--- src/rtl/hazard_ctrl_unit.sv ---
// Decode-stage hazard controller: RAW detection against in-flight writers, a
// control-hazard sequencer for branch/call/ret with watchdog, and a stall counter.
module hazard_ctrl_unit #(
    parameter int NUM_STAGES  = 3,
    parameter int NUM_RD      = 2,
    parameter int REG_W       = 5,
    parameter int ZERO_REG_EN = 1,
    parameter int WDOG_MAX    = 16,
    parameter int STALL_CNT_W = 16
) (
    input  logic                        clk,
    input  logic                        rst,
    input  logic [NUM_RD*REG_W-1:0]     rd_addr,
    input  logic [NUM_RD-1:0]           rd_en,
    input  logic [NUM_STAGES*REG_W-1:0] wr_addr,
    input  logic [NUM_STAGES-1:0]       wr_en,
    input  logic                        branch,
    input  logic                        call,
    input  logic                        ret,
    input  logic                        pc_update,
    input  logic                        stall_clr,
    output logic                        data_hazard,
    output logic                        pc_hazard,
    output logic [NUM_STAGES-1:0]       hazard_mask,
    output logic                        busy,
    output logic                        pc_timeout,
    output logic [STALL_CNT_W-1:0]      stall_cnt,
    output logic [1:0]                  dbg_state
);

    localparam int WDOG_W = (WDOG_MAX > 2) ? $clog2(WDOG_MAX) : 1;

    typedef enum logic [1:0] {
        S_IDLE      = 2'd0,
        S_CALL_WAIT = 2'd1,
        S_PC_WAIT   = 2'd2,
        S_PC_DRAIN  = 2'd3
    } state_t;

    state_t                  r_state;
    state_t                  w_next;
    logic [WDOG_W-1:0]       r_wdog;
    logic                    r_pc_timeout;
    logic [STALL_CNT_W-1:0]  r_stall_cnt;
    logic [NUM_STAGES-1:0]   w_mask;
    logic                    w_raw;
    logic                    w_dh;
    logic                    w_ph;
    logic                    w_wdog_abort;

    // Register 0 is hard-wired to zero, so reading it never depends on a writer.
    always_comb begin
        w_mask = '0;
        for (int s = 0; s < NUM_STAGES; s++) begin
            for (int r = 0; r < NUM_RD; r++) begin
                if (rd_en[r] && wr_en[s] &&
                    (rd_addr[r*REG_W +: REG_W] == wr_addr[s*REG_W +: REG_W]) &&
                    !((ZERO_REG_EN != 0) && (rd_addr[r*REG_W +: REG_W] == '0))) begin
                    w_mask[s] = 1'b1;
                end
            end
        end
    end

    assign w_raw = |w_mask;

    always_comb begin
        w_next       = r_state;
        w_dh         = 1'b0;
        w_ph         = 1'b0;
        w_wdog_abort = 1'b0;
        case (r_state)
            S_IDLE: begin
                w_dh = w_raw & ~branch;
                w_ph = branch | ((call | ret) & ~w_raw);
                if (branch)
                    w_next = S_PC_WAIT;
                else if ((call | ret) && w_raw)
                    w_next = S_CALL_WAIT;
                else if (call | ret)
                    w_next = S_PC_WAIT;
            end
            S_CALL_WAIT: begin
                w_dh = w_raw;
                w_ph = ~w_raw;
                if (!w_raw)
                    w_next = S_PC_WAIT;
            end
            S_PC_WAIT: begin
                w_ph = 1'b1;
                // A target resolved on the final watchdog cycle still counts.
                if (pc_update) begin
                    w_next = S_PC_DRAIN;
                end else if (r_wdog == WDOG_W'(WDOG_MAX - 1)) begin
                    w_next       = S_IDLE;
                    w_wdog_abort = 1'b1;
                end
            end
            S_PC_DRAIN: begin
                w_dh   = w_raw;
                w_next = S_IDLE;
            end
            default: w_next = S_IDLE;
        endcase
    end

    always_ff @(posedge clk) begin
        if (rst) begin
            r_state      <= S_IDLE;
            r_wdog       <= '0;
            r_pc_timeout <= 1'b0;
        end else begin
            r_state      <= w_next;
            r_pc_timeout <= w_wdog_abort;
            if (r_state == S_PC_WAIT && w_next == S_PC_WAIT)
                r_wdog <= r_wdog + 1'b1;
            else
                r_wdog <= '0;
        end
    end

    always_ff @(posedge clk) begin
        if (rst || stall_clr)
            r_stall_cnt <= '0;
        else if ((data_hazard || pc_hazard) && !(&r_stall_cnt))
            r_stall_cnt <= r_stall_cnt + 1'b1;
    end

    assign data_hazard = ~rst & w_dh;
    assign pc_hazard   = ~rst & w_ph;
    assign hazard_mask = rst ? '0 : w_mask;
    assign busy        = (r_state != S_IDLE);
    assign pc_timeout  = r_pc_timeout;
    assign stall_cnt   = r_stall_cnt;
    assign dbg_state   = r_state;

endmodule
--- config.mk ---
export PLATFORM = sky130hd
export DESIGN_NAME = hazard_ctrl_unit
export DESIGN_NICKNAME = d
export VERILOG_FILES = /design/src/rtl/hazard_ctrl_unit.sv
export SDC_FILE = /design/constraint.sdc
export NUM_CORES = 1
export LEC_CHECK = 0
export ABC_AREA = 1
export CORE_MARGIN = 2
export CORE_UTILIZATION = 52
export CTS_BUF_LIST = sky130_fd_sc_hd__clkbuf_4
export CTS_CLUSTER_DIAMETER = 60
export DETAILED_ROUTE_END_ITERATION = 10
export PLACE_DENSITY = 0.87
export SLEW_MARGIN = 0
export SYNTH_ARGS = -nofsm -noshare
export SYNTH_HDL_FRONTEND = slang
export SYNTH_SLANG_ARGS = --single-unit
--- constraint.sdc ---
create_clock -name clk -period 3.8 [get_ports clk]
set_input_delay 0.38 -clock clk [delete_from_list [all_inputs] [get_ports clk]]
set_output_delay 0.38 -clock clk [all_outputs]
set_load 0.01 [all_outputs]
==> flow_metrics.tcl <==
set metrics [dict create \
    status "complete, no violations" \
    fillers 340 \
    end_kind "primary output" \
    vias_per_cell 5.11 \
    start_util_pct 53.4 \
    cts_buffers 3 \
    cpMaxStageDelayCell "clkdlybuf4s50_1" \
    cts_buffer_depth 2 \
    worstPathArrival_ns 2.44 \
    switching_power_uw 173 \
    syn2layout_area_growth_pct 34.0 \
    async_reset_ff_share_pct 0 \
    grt_setup_unrepaired "false" \
    path_clk_slew_ns 0.14 \
    dpl.hpwl_um 3870 \
    maxSlewViolCount 0 \
    hp-class "reg2reg" \
    dieArea_um2 4240 \
    hold_viol 0 \
    core_area_um2 3630 \
    vias 2235 \
    fin_crit_ns 2.82 \
    ys_ff_latch 23 \
    worst-setup-path-type "in2out" \
    synth_area_leaders "dfxtp_1 (24%), nand2_1 (21%), nand3_1 (7.5%), nor2_1 (7.3%), inv_1 (6.4%)" \
    ant_nets 0 \
    wirelength_um 4750 \
    track_usage_pct 23.9 \
    place_congestion 0.872 \
    p_per_area_nw_per_um2 206 \
    tns_ns 0 \
    synth_edf_count 0 \
    period_share_pct 74.1 \
    clock_skew_ns 0.0136 \
    slowest_delay_ns 0.52 \
    p_comb_share_pct 31.1 \
    leakage_nw 1.12 \
    synthFlopType "dfxtp_1" \
    die_x_um 65.1 \
    syn_area_um2 1940 \
    root_buffer "clkbuf_4" \
    worst_pin_slew_ns 0.508 \
    yosysWarnings 0 \
    tritoncts "yes" \
    start_kind "input pin" \
    drc 0 \
    hold_buffers 0 \
    seqPwrFrac_pct 46.8 \
    nets 429 \
    die_y_um 65.1 \
    antenna_found_initial 0 \
    grt_overflow 0 \
    maxSlewHeadroom_pct 66.0 \
    holdWs_ns 0.461 \
    fmax_ghz 0.355 \
    post-cts-setup-buffer-count 0 \
    synth_nets 368 \
    critPathMaxFanout 5 \
    drt_iter0_drc 126 \
    stdcell_count 437 \
    io_buffers 61 \
    post_drt_wl_per_cell_um 10.9 \
    swShare_pct 32.3 \
    drv_cap 0 \
    dpl_worst_slack_ns 0.979 \
    clock-sinks 23 \
    grt_max_degree 19 \
    setup_slack_ns 0.985 \
    ios 62 \
    setup_viol 0 \
    ctsResizeCount 0 \
    clockPowerShare_pct 22.1 \
    yosysSeqAreaShare_pct 23.7 \
    path_cells "clkdlybuf4s50_1, nor2_2, nand2_1, nor2_2, nor2_1, nand2_2, nand2_2, nor2_4, nand3_1, nand2_1, nand3_2, inv_1, clkdlybuf4s50_1" \
    grt_pass1_vias 2044 \
    dr.pass1.iters 5 \
    n_antenna_cell 0 \
    peakVddDrop_uv 115 \
    required_ns 3.42 \
    synth_top_area_share_pct 23.7 \
    yosys.area.top_type "dfxtp_1" \
    place_inst 433 \
    placementRows 22 \
    synth_cell_types 29 \
    grt_pass1_wl_um 8220 \
    h-tree-depth 1 \
    synth_cells 329 \
    p_int_uw 362 \
    drive_above_1_share_pct 8.74 \
    clk_latency_ns 0.32 \
    syn_area_per_cell_um2 5.90 \
]
-- synth_stat cells, types with 2 or more instances --
library cell and instances:
nand2_4 2, nor3_2 2, ha_1 2, clkbuf_1 2, nand2_1 107, inv_1 33, nor3_1 3, o21ai_1 5
nand3_2 3, nand4_1 5, xor2_1 9, xnor2_1 10, a31oi_1 2, nor4_1 2, dfxtp_1 23, nor2_1 38
nand3b_1 2, nand2_2 4, nor2_2 6, inv_2 10, nand3_1 29, nor2_4 2, a21oi_1 22
-- power by group through the flow --
stage	combinational [mW]	clock (mW)	sequential, mW
after global placement	0.164	0	0.255
after global routing	0.185	0.130	0.251
after floorplan	0.0916	0	0.256
final	0.166	0.118	0.250
after detailed placement	0.165	0	0.256
after CTS	0.166	0.120	0.250
-- final timing paths --
| check | from | end | slack [ns] | depth (start not counted) |
|---|---|---|---|---|
| hold reg to reg | r_wdog[0] | r_wdog[0] | 0.46 | 1 |
| setup / recovery | rd_addr[0] | pc_hazard | 0.98 | 13 |
| hold / removal | r_wdog[0] | r_wdog[0] | 0.46 | 1 |
| setup reg to reg | stall_cnt[0] | stall_cnt[1] | 1.50 | 9 |
-- through the flow --
stage | instance area, um2 | total power, mW | util [%]
6_report | 2600 | 0.535 | 71.6
5_1_grt | 2600 | 0.567 | 71.6
4_1_cts | 2600 | 0.536 | 71.6
3_5_place_dp | 2570 | 0.421 | 70.8
3_3_place_gp | 2570 | 0.419 | 70.8
2_1_floorplan | 1940 | 0.348 | -
-- logic make-up (layout without fill, tap and decap cells) --
logic type               count (synthesis)  after routing  synth area share [%]
AND/OR/NAND/NOR                        206            206                  48.1
buffers and inverters                   49            109                  10.5
AO/OA/AOI/OAI                           30             30                  7.86
flip-flops                              23             23                  23.7
XOR/XNOR                                19             19                  8.57
adder cells (fa/ha/maj)                  2              2                  1.29
-- critical path: cells and delay by family --
kind | cells | cell delay, ns
buffers and inverters | 3 | 1.10
AND/OR/NAND/NOR | 10 | 0.95
-- area by class of cell --
cell class	count	area, um2	area share, %
clock buffer	3	22.5	0.866
timing repair buffer	61	611	23.5
multi-input combinational	257	1280	49.1
clock inverter	1	5.00	0.192
sequential	23	460	17.7
inverter	44	165	6.35
tap	48	60.1	2.31
-- registers in the layout, summed over array words and instances (netlist names) --
name	flops
dbg_state	2
pc_timeout	1
r_wdog	4
stall_cnt	16
-- cell usage in the layout, fill, tap and decap left out, types with 3 or more instances in the layout --
cell             instances
xnor2_1                 10
dfxtp_1                 23
inv_1                   33
nor2_1                  38
inv_2                   10
nand3_2                  3
nand4_1                  5
a21oi_1                 22
nand3_1                 29
nor3_1                   3
o21ai_1                  5
nor2_2                   6
clkdlybuf4s50_1         61
nand2_2                  4
nand2_1                107
clkbuf_4                 3
xor2_1                   9
-- per-layer routing --
| layer | up-vias | GRT usage (%) | wire length, um |
|---|---|---|---|
| li1 | 1156 | - | - |
| met1 | 976 | 27.8 | 2040 |
| met2 | 85 | 43.7 | 2300 |
| met3 | 18 | 2.05 | 244 |
| met4 | 0 | 12.5 | 167 |
| met5 | - | 0 | 0 |
Power figures use the tool's default switching activity.
